--- src/rtl/stream_rr_arbiter.sv ---
// -----------------------------------------------------------------------------
// stream_rr_arbiter
//   Merges N request-style FIFO read ports into a single valid/ready byte
//   stream tagged with the source channel id. Arbitration is round-robin
//   (starting after the last served channel) or fixed priority (lowest index
//   wins). Grants are bounded bursts of up to MAX_BURST bytes.
//
// Ports
//   i_clk       system clock
//   i_rst_n     asynchronous reset, active-low
//   i_ch_data   per-channel FIFO read data, channel k at [k*DW +: DW]
//   i_ch_ready  per-channel "FIFO not empty"
//   o_ch_req    per-channel pop strobe (one-hot, single-cycle pulse)
//   i_ch_en     per-channel arbitration enable mask
//   o_data      merged output byte
//   o_ch_id     source channel of o_data
//   o_first     o_data is the first byte of a new grant
//   o_valid     output valid
//   i_ready     downstream accepts when o_valid & i_ready
// -----------------------------------------------------------------------------
module stream_rr_arbiter #(
  parameter int CHANNELS  = 2,
  parameter int DW        = 8,
  parameter int MAX_BURST = 16,
  parameter int ARB_MODE  = 0,
  localparam int ID_W     = (CHANNELS > 1) ? $clog2(CHANNELS) : 1
) (
  input  logic                   i_clk,
  input  logic                   i_rst_n,
  input  logic [CHANNELS*DW-1:0] i_ch_data,
  input  logic [CHANNELS-1:0]    i_ch_ready,
  output logic [CHANNELS-1:0]    o_ch_req,
  input  logic [CHANNELS-1:0]    i_ch_en,
  output logic [DW-1:0]          o_data,
  output logic [ID_W-1:0]        o_ch_id,
  output logic                   o_first,
  output logic                   o_valid,
  input  logic                   i_ready
);

  localparam int BCW = $clog2(MAX_BURST + 1);

  typedef enum logic [1:0] {
    S_IDLE,   // waiting for an eligible channel
    S_WAIT,   // pop issued, FIFO data arrives this cycle
    S_HOLD    // byte presented downstream, waiting for handshake
  } state_t;

  state_t          state_q, state_d;
  logic [ID_W-1:0] sel_q, sel_d;
  logic [ID_W-1:0] last_q, last_d;
  logic [BCW-1:0]  burst_cnt_q, burst_cnt_d;
  logic [DW-1:0]   data_q, data_d;
  logic [ID_W-1:0] id_q, id_d;
  logic            first_q, first_d;
  logic            valid_q, valid_d;

  logic [CHANNELS-1:0] elig;
  logic [CHANNELS-1:0] ch_req;
  logic [DW-1:0]       ch_data_sel;
  logic [ID_W-1:0]     pick_sel;

  // Winner among eligible channels. Round-robin scans last+1, last+2, ...
  // wrapping at CHANNELS, so the last served channel is considered last.
  function automatic logic [ID_W-1:0] pick(input logic [CHANNELS-1:0] el,
                                           input logic [ID_W-1:0]     last);
    logic [ID_W-1:0] res;
    logic            found;
    int              idx;
    res   = '0;
    found = 1'b0;
    for (int i = 0; i < CHANNELS; i++) begin
      if (ARB_MODE == 1) begin
        idx = i;
      end else begin
        idx = int'(last) + 1 + i;
        if (idx >= CHANNELS) idx = idx - CHANNELS;
      end
      if (!found && el[idx]) begin
        res   = ID_W'(idx);
        found = 1'b1;
      end
    end
    return res;
  endfunction

  always_comb begin
    elig        = i_ch_ready & i_ch_en;
    pick_sel    = pick(elig, last_q);
    ch_data_sel = i_ch_data[int'(sel_q)*DW +: DW];
  end

  always_comb begin
    state_d     = state_q;
    sel_d       = sel_q;
    last_d      = last_q;
    burst_cnt_d = burst_cnt_q;
    data_d      = data_q;
    id_d        = id_q;
    first_d     = first_q;
    valid_d     = valid_q;
    ch_req      = '0;

    case (state_q)
      S_IDLE: begin
        if (|elig) begin
          sel_d            = pick_sel;
          ch_req[pick_sel] = 1'b1;
          burst_cnt_d      = '0;
          state_d          = S_WAIT;
        end
      end
      S_WAIT: begin
        data_d  = ch_data_sel;
        id_d    = sel_q;
        first_d = (burst_cnt_q == '0);
        valid_d = 1'b1;
        state_d = S_HOLD;
      end
      S_HOLD: begin
        if (i_ready) begin
          burst_cnt_d = burst_cnt_q + BCW'(1);
          valid_d     = 1'b0;
          // Continue the burst with a back-to-back pop when allowed;
          // otherwise hand the grant back for re-arbitration.
          if ((int'(burst_cnt_q) + 1 < MAX_BURST) && elig[sel_q]) begin
            ch_req[sel_q] = 1'b1;
            state_d       = S_WAIT;
          end else begin
            last_d  = sel_q;
            state_d = S_IDLE;
          end
        end
      end
      default: begin
        state_d = S_IDLE;
        valid_d = 1'b0;
      end
    endcase
  end

  always_ff @(posedge i_clk or negedge i_rst_n) begin
    if (!i_rst_n) begin
      state_q     <= S_IDLE;
      sel_q       <= '0;
      last_q      <= ID_W'(CHANNELS - 1);
      burst_cnt_q <= '0;
      data_q      <= '0;
      id_q        <= '0;
      first_q     <= 1'b0;
      valid_q     <= 1'b0;
    end else begin
      state_q     <= state_d;
      sel_q       <= sel_d;
      last_q      <= last_d;
      burst_cnt_q <= burst_cnt_d;
      data_q      <= data_d;
      id_q        <= id_d;
      first_q     <= first_d;
      valid_q     <= valid_d;
    end
  end

  // The pop strobe is combinational (FIFO latency is one cycle), so it is
  // gated by reset to stay quiet while the FSM is held in reset.
  assign o_ch_req = ch_req & {CHANNELS{i_rst_n}};
  assign o_data   = data_q;
  assign o_ch_id  = id_q;
  assign o_first  = first_q;
  assign o_valid  = valid_q;

endmodule
--- config.mk ---
export PLATFORM = sky130hd
export DESIGN_NAME = stream_rr_arbiter
export DESIGN_NICKNAME = d
export VERILOG_FILES = /design/src/rtl/stream_rr_arbiter.sv
export SDC_FILE = /design/constraint.sdc
export NUM_CORES = 1
export LEC_CHECK = 0
export CAP_MARGIN = 20
export CORE_ASPECT_RATIO = 1.5
export CORE_UTILIZATION = 54
export CTS_CLUSTER_SIZE = 30
export DETAILED_ROUTE_END_ITERATION = 6
export DONT_BUFFER_PORTS = 1
export GPL_ROUTABILITY_DRIVEN = 0
export GPL_TIMING_DRIVEN = 0
export PLACE_DENSITY = 0.76
export SYNTH_ARGS = -nofsm -noshare
export SYNTH_HDL_FRONTEND = slang
export SYNTH_SLANG_ARGS = --single-unit
--- constraint.sdc ---
create_clock -name i_clk -period 1.35 [get_ports i_clk]
set_input_delay 0.135 -clock i_clk [delete_from_list [all_inputs] [get_ports i_clk]]
set_output_delay 0.135 -clock i_clk [all_outputs]
set_load 0.01 [all_outputs]
Word-level counts from Yosys, hierarchy flattened
Index checks and enable logic that the tools add are counted.
{"block": "word_totals", "elab_cells": 76, "inputBits": 23, "output_inout_bits": 13, "regBits": 20}
{"block": "classes", "mux": 30, "order_cmp": 9, "n_reduce_logical": 14, "addsub": 6, "eq_ne": 4, "n_shift": 1, "bitwise": 4}
{"op": "$lt 32x3->1 const B", "n": 2}
{"op": "$mux 32", "n": 2}
{"op": "$ge 32x3->1 const B", "n": 1}
{"op": "$sub 32x3->32 const B", "n": 1}
{"op": "$shiftx 16x5->8", "n": 1}
{"op": "$mux 1", "n": 15}
{"op": "$mux 2", "n": 5}
{"op": "$mux 5", "n": 2}
{"op": "$pmux 5 s2", "n": 1}
{"op": "$add 5x1->6 const B", "n": 1}
{"op": "$lt 6x5->1 const B", "n": 1}
{"op": "$pmux 2 s3", "n": 1}
{"op": "$reduce_and 2->1", "n": 3}
{"op": "$reduce_and 3->1", "n": 2}
{"op": "$add 5x1->5 const B", "n": 1}
{"op": "$logic_not 5->1", "n": 1}
{"op": "$and 2x2->2", "n": 2}
{"op": "$logic_and 1x1->1", "n": 4}
{"op": "$lt 1x2->1 const B", "n": 2}
{"op": "$ne 2x2->1 const B", "n": 2}
{"op": "$pmux 2 s2", "n": 1}
{"op": "$sub 3x2->4 const B", "n": 1}
{"op": "$add 2x1->3 const B", "n": 1}
{"op": "$ge 3x2->1 const B", "n": 1}
{"op": "11 further kinds", "n": 14}

Longest topological paths before layout
{"block": "logic_depth", "depth_word": 17, "mapped_depth": 6, "depth_no_buf": 5}

Worst setup path before layout
OpenSTA, ideal clock, no wires.
{"block": "synth_path", "path_type": "flip-flop to output port", "start": "register burst_cnt_q[0]", "end": "output o_ch_req[1]", "n_path_buf": 0, "t_arrival_ns": 1.393, "path_slack_ns": -0.178, "required_time_ns": 1.215, "stages_incl_launch_ff": 6, "path_cell_list": "dfrtp_1 > ha_1 > and3_1 > mux2i_2 > o211ai_1 > o21ai_1"}
{"block": "synth_between", "elab_chain_cells": 7}
{"item": "start, declared", "line_no": "52", "text": "logic [BCW-1:0] burst_cnt_q, burst_cnt_d;"}
{"item": "start signal, assigned", "line_no": "156", "text": "burst_cnt_q <= burst_cnt_d;"}
{"item": "$add 5x1->6", "line_no": "126", "text": "if ((int'(burst_cnt_q) + 1 < MAX_BURST) && elig[sel_q]) begin"}
{"item": "$lt 6x5->1", "line_no": "126"}
{"item": "$logic_and 1x1->1", "line_no": "126"}
{"item": "$mux 2", "line_no": "126"}
{"item": "$mux 2", "line_no": "121", "text": "if (i_ready) begin"}
{"item": "$pmux 2 s2", "line_no": "104", "text": "case (state_q)"}
{"item": "$and 2x2->2", "line_no": "166", "text": "assign o_ch_req = ch_req & {CHANNELS{i_rst_n}};"}
{"item": "end, declared", "line_no": "32", "text": "output logic [CHANNELS-1:0] o_ch_req,"}
No other way between the ends.

Final worst setup path
{"block": "layout_path", "start": "register burst_cnt_q[1]", "end": "register last_q"}
{"block": "layout_between", "elab_chain_cells": 5}
{"item": "$add 5x1->6", "line_no": "126"}
{"item": "$lt 6x5->1", "line_no": "126"}
{"item": "$logic_and 1x1->1", "line_no": "126"}
{"item": "$not 1->1 (no source line)"}
{"item": "$reduce_and 3->1 (no source line)"}
{"item": "end signal, assigned", "line_no": "146", "text": "last_q <= ID_W'(CHANNELS - 1);"}
{"item": "end signal, assigned", "line_no": "155", "text": "last_q <= last_d;"}
{"item": "end, declared", "line_no": "51", "text": "logic [ID_W-1:0] last_q, last_d;"}
No other way between the ends.
A chain may end at the register's enable or synchronous reset.

==> impl_metrics.csv <==
group,metric,value,unit
sta,fmax,539,MHz
global_routing,grt_pass1_wl,3.80,mm
die,die_w,38.3,um
yosys,yosys-top-cells-area,"dfrtp_1 (45%), mux2i_1 (7.5%), o21ai_0 (6.6%), nand2_1 (6.0%), buf_2 (3.3%)",
cells_and_area,syn_to_final_growth,21.1,%
setup_path,crit_path_top_delay_cell,"dfrtp_1",
die,die_height,56.4,um
yosys,synth_top_area_share,44.6,%
run_status,status,"complete, but fails checks",
job,max-cap-violations,0,
sta,skew,0.00487,ns
cells_and_area,nets,153,
cts,clock-sinks,20,
detailed_routing,wire_per_inst,17.5,um
setup_path,path_buf_inv,5,
yosys,synth_common_cells,"dfrtp_1 (19), nand2_1 (17), o21ai_0 (14)",
sta,finalWorstSetupSlack,-0.504,ns
run_status,violations,"negative setup slack",
setup_path,critPathTopFamily,"buffers and inverters",
sta,fin_setup_tns,-1.64,ns
cells_and_area,fill_cells,147,
worst_hold_path,hold_path_startpoint,"i_ch_data[5]",
die,dieArea,2160,um^2
setup_path,reg2reg_from,"burst_cnt_q[1]",
setup_path,worstPathArrival,2.10,ns
detailed_routing,vias_per_cell,6.41,
sta,min_period,1.85,ns
sta,worst_slew_pin_slew,0.870,ns
yosys,syn-num-nets,137,
pwr,leakage,0.596,nW
detailed_routing,num_vias,948,
global_routing,grt_max_degree,21,
yosys,yosysWarnings,0,
setup_path,path_common_cell,"buf_6",
die,start_util,57.5,%
die,row_count,19,
setup_path,critical_path_class,"flop to flop",
global_routing,track_usage,24.7,%
cells_and_area,final_core_util,69.6,%
yosys,synth.cell_area,1070,um^2
sta,max_slew_margin,41.8,%
setup_path,critical_path_required,1.59,ns
cts,cts-root-buf,"clkbuf_4",
yosys,yosysSeqAreaShare,47.1,%
detailed_routing,drt_first_pass_iters,4,
detailed_routing,postRouteAntennaNets,0,
global_routing,antenna_found_initial,0,
pwr,power_density,2110,nW/um^2
worst_hold_path,hp-class,"input port to flop",
setup_path,startpoint,"burst_cnt_q[1]",
detailed_routing,drc,0,
yosys,ys_seq_elements,20,
cts,clk_path_buf_depth,2,
place,port_buffers,0,
setup_path,critPathMaxFanout,3,
cells_and_area,diodes,0,
die,core_area,1850,um^2
place,dp_hpwl,1.60,mm
global_routing,overflow,0,
detailed_routing,wirelength,2.59,mm
cts,tritoncts,"done",
sta,drv_slew,0,
setup_path,cp-end-kind,"flop",
yosys,synth_edf_count,0,
yosys,synthCells,112,
yosys,synth_top_area_cell,"dfrtp_1",
cts,clk_pin_slew,0.11,ns
sta,finalHoldViolCount,0,
pwr,ir_worst_vdd,0.00125,V
setup_path,crit_chain,"ha_2, and3_4, mux2i_4, buf_4, buf_6, buf_6, buf_6, buf_6, nor2b_4, o211ai_1",
yosys,synthArstFlopShare,100,%
detailed_routing,drt_first_iter_violations,29,
die,ioPinCount,36,
yosys,ys.flop_type,"dfrtp_1",
yosys,ys_types,34,
cells_and_area,drive_above_1_share,26.0,%
setup_path,critPathLaunchType,"flop",
yosys,syn_avg_cell_area,9.52,um^2
sta,period_share,137,%
global_routing,grt_pass1_vias,884,
cts,worst_skew_pair.late_latency,0.31,ns
cts,cts_buffers,3,
cts,htreeDepth,1,
yosys,yosysMostFrequentCell,"dfrtp_1",
sta,rsz0062_at_grt,"true",
setup_path,slowest_delay,0.41,ns
sta,setup_viol,5,
worst reg2reg max path, stage by stage, from the launching register on:
cell,delay (ns)
dfrtp_1,0.41
ha_2,0.19
and3_4,0.16
mux2i_4,0.20
buf_4,0.15
buf_6,0.11
buf_6,0.10
buf_6,0.10
buf_6,0.10
nor2b_4,0.11
o211ai_1,0.16
final cells by class:
type | count | area (um^2) | share of cell area (%)
Tap cell | 21 | 26.3 | 2.03
Buffer | 7 | 43.8 | 3.39
Inverter | 3 | 11.3 | 0.872
Clock buffer | 3 | 22.5 | 1.74
Sequential cell | 20 | 502 | 38.9
Timing Repair Buffer | 11 | 100 | 7.75
Multi-Input combinational cell | 82 | 556 | 43.0
Clock inverter | 1 | 30.0 | 2.33
routing by layer:
layer	wire length [um]	GRT usage, %	up-vias
met5	0	0	-
met4	60	7.65	0
met3	160	4.35	8
met2	1450	46.7	49
met1	922	25.1	465
li1	-	-	426
registers in the layout, indices dropped and copies added (netlist names):
register,flops
burst_cnt_q,5
state_q,2
o_ch_id,1
o_data,8
last_q,1
sel_q,1
o_first,1
o_valid,1
where the power goes:
group | internal (W) | switching, W
clock | 0.000301 | 0.000192
combinational | 0.000488 | 0.000636
sequential | 0.000867 | 0.000237
logic make-up (layout without fill, tap and decap cells):
logic type / after synthesis / count (layout) / synth area share, %
AOI/OAI and AO/OA: 32 / 32 / 18.2
buffers and inverters: 10 / 25 / 4.34
and+or+nand+nor: 37 / 37 / 17.1
DFF: 20 / 20 / 47.1
adders and majority gates: 2 / 2 / 2.35
muxes: 11 / 11 / 10.9
layout by cell type (no fill, tap or decap), drive strengths merged, types with 2 or more instances in the layout:
master   n
o21ai   17
and2     2
o211ai   2
nand2   17
nand3    3
buf     17
mux2i    9
nor2     5
clkbuf   3
ha       2
a31oi    2
dfrtp   19
and3     2
nand2b   2
a21oi    4
inv      3
mux2     2
final timing paths:
kind                                        to  cells after the start  slack (ns)
worst max-delay path                    last_q                     10       -0.50
max in group asynchronous       burst_cnt_q[4]                      1        0.45
worst min register to register  burst_cnt_q[3]                      1        0.53
worst max register to register          last_q                     10       -0.50
min in group asynchronous            o_data[2]                      1        0.37
worst min-delay path                 o_data[5]                      2        0.02
stage by stage:
step           std cells  area [um^2]  setup WS [ns]  hold slack [ns]  power, W
4_1_cts              146         1250         -0.475           0.0283   0.00263
3_5_place_dp         133         1100         -0.309           -0.160   0.00207
3_3_place_gp         133         1100         -0.288           -0.160   0.00201
2_1_floorplan        112         1070         -0.164           -0.161   0.00184
6_report             148         1290         -0.504           0.0196   0.00272
5_1_grt              148         1290         -0.568           0.0175   0.00290
timing repair:
action                                 CTS  global route
endpoints found under the hold margin   20             0
setup endpoints to repair                5            10
hold buffers                             1             0
buffers inserted                         8             3
gates resized for setup                  6            14
pin swaps                                5             2
(Power assumes the default switching activity.)
